## src/rtl/ram_arbiter.sv

```systemverilog
// Two-port round-robin arbiter in front of a single-port synchronous RAM.
// One access per three cycles: grant in IDLE, RAM strobe in ACCESS, done pulse in DONE.
module ram_arbiter #(
  parameter int unsigned ADDR_W = 8,
  parameter int unsigned DATA_W = 32
) (
  input  logic              clk,
  input  logic              rst_n,

  input  logic              a_req,
  input  logic              a_we,
  input  logic [ADDR_W-1:0] a_addr,
  input  logic [DATA_W-1:0] a_wdata,
  output logic              a_gnt,
  output logic              a_done,
  output logic [DATA_W-1:0] a_rdata,

  input  logic              b_req,
  input  logic              b_we,
  input  logic [ADDR_W-1:0] b_addr,
  input  logic [DATA_W-1:0] b_wdata,
  output logic              b_gnt,
  output logic              b_done,
  output logic [DATA_W-1:0] b_rdata,

  output logic              ram_cs,
  output logic              ram_rd,
  output logic              ram_oe,
  output logic [ADDR_W-1:0] ram_addr,
  output logic [DATA_W-1:0] ram_wdata,
  input  logic [DATA_W-1:0] ram_rdata
);

  typedef enum logic [1:0] {
    IDLE   = 2'd0,
    ACCESS = 2'd1,
    DONE   = 2'd2
  } state_t;

  state_t              state_q, state_d;
  logic                ptr_q, ptr_d;      // last granted port: 0 = A, 1 = B
  logic                owner_q;           // port being served: 0 = A, 1 = B
  logic                we_q;
  logic                ram_cs_q, ram_rd_q, ram_oe_q;
  logic [ADDR_W-1:0]   ram_addr_q;
  logic [DATA_W-1:0]   ram_wdata_q;
  logic [DATA_W-1:0]   a_rdata_q, b_rdata_q;

  logic                a_win, b_win;
  logic                a_gnt_c, b_gnt_c, grant;
  logic                sel_we;
  logic [ADDR_W-1:0]   sel_addr;
  logic [DATA_W-1:0]   sel_wdata;

  // Under contention the port that did not win last time takes the slot.
  always_comb begin
    a_win   = a_req & (~b_req | ptr_q);
    b_win   = b_req & (~a_req | ~ptr_q);
    a_gnt_c = rst_n & (state_q == IDLE) & a_win;
    b_gnt_c = rst_n & (state_q == IDLE) & b_win;
    grant   = a_gnt_c | b_gnt_c;
  end

  always_comb begin
    sel_we    = a_we;
    sel_addr  = a_addr;
    sel_wdata = a_wdata;
    if (b_gnt_c) begin
      sel_we    = b_we;
      sel_addr  = b_addr;
      sel_wdata = b_wdata;
    end
  end

  always_comb begin
    state_d = state_q;
    ptr_d   = ptr_q;
    unique case (state_q)
      IDLE: begin
        if (grant) begin
          state_d = ACCESS;
          ptr_d   = b_gnt_c;
        end
      end
      ACCESS:  state_d = DONE;
      DONE:    state_d = IDLE;
      default: state_d = IDLE;
    endcase
  end

  always_ff @(posedge clk or negedge rst_n) begin
    if (!rst_n) begin
      state_q <= IDLE;
      ptr_q   <= 1'b1;
      owner_q <= 1'b0;
      we_q    <= 1'b0;
    end else begin
      state_q <= state_d;
      ptr_q   <= ptr_d;
      if (grant) begin
        owner_q <= b_gnt_c;
        we_q    <= sel_we;
      end
    end
  end

  // RAM strobes are registered so they are valid for the whole ACCESS cycle;
  // address and write data hold their last values between accesses.
  always_ff @(posedge clk or negedge rst_n) begin
    if (!rst_n) begin
      ram_cs_q    <= 1'b0;
      ram_rd_q    <= 1'b1;
      ram_oe_q    <= 1'b0;
      ram_addr_q  <= '0;
      ram_wdata_q <= '0;
    end else if (grant) begin
      ram_cs_q    <= 1'b1;
      ram_rd_q    <= ~sel_we;
      ram_oe_q    <= ~sel_we;
      ram_addr_q  <= sel_addr;
      ram_wdata_q <= sel_wdata;
    end else begin
      ram_cs_q    <= 1'b0;
      ram_rd_q    <= 1'b1;
      ram_oe_q    <= 1'b0;
    end
  end

  always_ff @(posedge clk or negedge rst_n) begin
    if (!rst_n) begin
      a_rdata_q <= '0;
      b_rdata_q <= '0;
    end else if ((state_q == ACCESS) && !we_q) begin
      if (owner_q) begin
        b_rdata_q <= ram_rdata;
      end else begin
        a_rdata_q <= ram_rdata;
      end
    end
  end

  assign a_gnt     = a_gnt_c;
  assign b_gnt     = b_gnt_c;
  assign a_done    = (state_q == DONE) & ~owner_q;
  assign b_done    = (state_q == DONE) &  owner_q;
  assign a_rdata   = a_rdata_q;
  assign b_rdata   = b_rdata_q;
  assign ram_cs    = ram_cs_q;
  assign ram_rd    = ram_rd_q;
  assign ram_oe    = ram_oe_q;
  assign ram_addr  = ram_addr_q;
  assign ram_wdata = ram_wdata_q;

endmodule

```

## config.mk

```make
export PLATFORM = sky130hd
export DESIGN_NAME = ram_arbiter
export DESIGN_NICKNAME = d
export VERILOG_FILES = /design/src/rtl/ram_arbiter.sv
export SDC_FILE = /design/constraint.sdc
export NUM_CORES = 1
export LEC_CHECK = 0
export BUFFER_PORTS_ARGS = -buffer_cell sky130_fd_sc_hd__buf_2
export CORE_MARGIN = 5
export CORE_UTILIZATION = 46
export CTS_BUF_LIST = sky130_fd_sc_hd__clkbuf_8 sky130_fd_sc_hd__clkbuf_16
export DETAILED_ROUTE_END_ITERATION = 16
export PLACE_DENSITY = 0.91
export SYNTH_ARGS = -nofsm -noshare
export SYNTH_HDL_FRONTEND = slang
export SYNTH_SLANG_ARGS = --single-unit
```

## constraint.sdc

```tcl
create_clock -name clk -period 2.25 [get_ports clk]
set_clock_uncertainty 0.15 [all_clocks]
set_input_delay 0.225 -clock clk [delete_from_list [all_inputs] [get_ports clk]]
set_output_delay 0.225 -clock clk [all_outputs]
set_load 0.03 [all_outputs]
```

==> flow_summary_export.csv <==
group,metric,value,unit
timing,max_slew_margin,49.3,%
cts,cts_buffers,9,
place,dpl.cell_count,738,
yosys,async_reset_ff_share,100,%
yosys,yosys.area_share.simple,6.66,%
die,die-area,0.0125,mm²
cts,post_cts_buffers,0,
yosys,synth.top_cells.by_count,"110 x dfrtp_1, 56 x mux2_2, 41 x nand3_1, 40 x a21oi_1, 40 x a31oi_1",
pwr,peakVddDrop,0.000780,V
yosys,yosys_warnings,0,
layout,register_area,0.00281,mm²
job,maxCapViolations,0,
yosys,synth_top_area_cell,"dfrtp_1",
cts,cts_tree,"done",
timing,report.final.hold_viol_count,0,
die,rows,37,
timing,post-route-period-util,91.5,%
die,die_w,112,µm
place,portBuffers,228,
cts,clock-sinks,112,
yosys,synth.distinct_cells,31,
timing,fmax,0.486,GHz
routing,routed_via_density,5.62,
pwr,power,8.60,mW
routing,routedWlPerCell,20.2,µm
timing,period_minus_slack,2.06,ns
layout,multi_input_area,0.00177,mm²
yosys,synth_edf_count,0,
yosys,syn_nets,518,
cts,clk_pin_slew,0.11,ns
global_routing,antenna_found_initial,1,
cts,clockRootBuffer,"clkbuf_8",
routing,routed_wl,17500,µm
pwr,p_per_area,1170,mW/mm²
timing,setup_viol,0,
yosys,ys_ff_latch,112,
yosys,synth.top_cell.area_share,57.9,%
yosys,synth_ff_type,"dfrtp_1",
outcome,status,"finished clean",
timing,tightest_slew,0.758,ns
global_routing,grt_usage,28.1,%
pwr,leakage,3.41,nW
place,placed_area,0.00603,mm²
layout,finalNonFillerCells,865,
worst_setup_path,cp.arrival,1.68,ns
cts,clk_latency,0.36,ns
yosys,avgSynthCellArea,11.9,µm²
cts,htreeDepth,3,
cts,clk_path_buf_depth,2,
layout,utilization,72.4,%
worst_setup_path,startpoint_type,"flip-flop",
place,gp_congestion,0.846,
worst_setup_path,crit_start,"state_q[1]$_DFFE_PN0P_",
routing,drt_iter0_drc,544,
yosys,yosysMostFrequentCell,"dfrtp_1",
layout,n_antenna_cell,0,
die,die_h,112,µm
global_routing,grt_pass1_wl,28100,µm
yosys,synthTopCellsByArea,"dfrtp_1 58%, mux2_2 13%, a31oi_1 5.3%",
layout,fin_nets,842,
place,hpwl,10100,µm
die,fp.coreArea,0.0102,mm²
layout,layout-drive-gt1-share,43.9,%
yosys,synth_top_family_by_area,"multiplexers",
global_routing,grt_max_degree,99,
hold_path,hold_path.startpoint,"a_wdata[31]",
yosys,synth_seq_area_share,59.0,%
yosys,synthesis.area,0.00475,mm²
yosys,synthAdderAreaFrac,0,%
timing,rsz0062_at_grt,"no",
layout,design_area,0.00738,mm²
hold_path,hp-class,"input pin to flip-flop",
worst_setup_path,crit_path_max_fanout,5,
global_routing,first_global_vias,5176,
yosys,netlist_instances,400,
worst_setup_path,critical_path_required,1.88,ns
layout,area_growth,55.2,%
worst_setup_path,r2r_start,"state_q[1]$_DFFE_PN0P_",
timing,slew_violations,0,
worst_setup_path,cp-end-kind,"output pin",
yosys,synth_xor_xnor_area_share,0,%
routing,drc,0,
routing,dr.pass1.iters,5,
routing,ant_nets,0,
global_routing,grt_overflow,0,
layout,fillers,657,
worst_setup_path,critPathKind,"flip-flop to output pin",
routing,vias,4859,
timing,setup_tns,0,ns
die,initial_utilization,46.7,%
die,ios,229,
yosys,synth.area.mux_share,15.2,%
yosys,synth_compound_area_share,15.0,%
## what timing repair did
action / in CTS / in global routing
gates resized for setup: 0 / 0
hold endpoints to repair: 214 / 1
hold buffers: 110 / 1
## cell families after synthesis
logic type / count (synthesis)
compound gates: 128
flops: 112
simple gates: 55
mux: 64
buf+inv: 41
## registers in the layout, summed over array words and instances, names as in the netlist
name	flops
owner_q	1
b_rdata	32
ram_cs	1
we_q	1
ram_oe	1
state_q	2
ram_rd	1
a_rdata	32
ram_wdata	32
ram_addr	8
ptr_q	1
## report_power, final
group	switching [mW]	internal, mW	leakage [nW]
combinational	2.60	1.34	1.98
sequential	0.485	2.80	1.31
clock	0.720	0.653	0.119
## final timing paths
| check | endpoint | slack [ns] | depth (start not counted) |
|---|---|---|---|
| worst min register to register | b_rdata[5]$_DFFE_PN0P_ | 0.35 | 1 |
| worst max register to register | ram_addr[4]$_DFFE_PN0P_ | 0.36 | 4 |
| worst max-delay path | b_gnt | 0.19 | 3 |
| min in group asynchronous | ram_addr[2]$_DFFE_PN0P_ | 0.33 | 2 |
| worst min-delay path | ram_wdata[31]$_DFFE_PN0P_ | 0.04 | 3 |
| max in group asynchronous | ram_rd$_DFF_PN1_ | 0.66 | 3 |
## worst max-delay path: stages (launching register included)
cell     delay, ns
dfrtp_1       0.46
or3b_1        0.41
nor2_1        0.20
buf_2         0.26
## routing by layer
metal | up-vias | part of all wire, % | track usage, %
met5 | - | 0.040 | 0
met4 | 2 | 4.1 | 13.5
met3 | 70 | 9.5 | 8.70
met2 | 361 | 50 | 48.4
met1 | 2312 | 36 | 31.8
li1 | 2114 | - | -
## area by class of cell
| class | count | area share (%) |
|---|---|---|
| clock buffer | 9 | 1.68 |
| clock inverter | 7 | 1.54 |
| inverter | 2 | 0.102 |
| multi-input combinational | 247 | 23.9 |
| sequential | 112 | 38.0 |
| tap | 136 | 2.31 |
| timing repair buffer | 352 | 32.4 |
## layout by cell type (no fill, tap or decap)
master	n
a21bo_2	1
a21boi_0	1
a21boi_4	1
a21o_1	2
a21oi_1	40
a31oi_1	40
and2_1	2
and3b_1	2
buf_12	3
buf_2	227
buf_4	11
bufinv_16	2
clkbuf_8	9
clkinv_4	2
clkinv_8	1
dfrtp_1	110
dfstp_2	2
dlygate4sd3_1	111
inv_1	2
inv_6	1
inv_8	1
mux2_1	8
mux2_2	56
nand2b_1	1
nand3_1	41
nor2_1	2
nor2b_2	1
nor3_1	1
nor3b_1	1
nor3b_4	2
o211ai_1	1
o21ai_0	31
o21ai_1	10
o22a_1	1
or2_1	1
or3b_1	1
## per-stage QoR
| stage | setup slack [ns] | hold WS (ns) |
|---|---|---|
| finish | 0.191 | 0.0424 |
| global route | 0.0777 | 0.0466 |
| CTS | 0.159 | 0.0126 |
| detailed placement | 0.407 | -0.0443 |
| global placement | 0.445 | -0.0512 |
| floorplan | 0.480 | -0.221 |
Note: power is estimated with default switching activity, not from simulation.
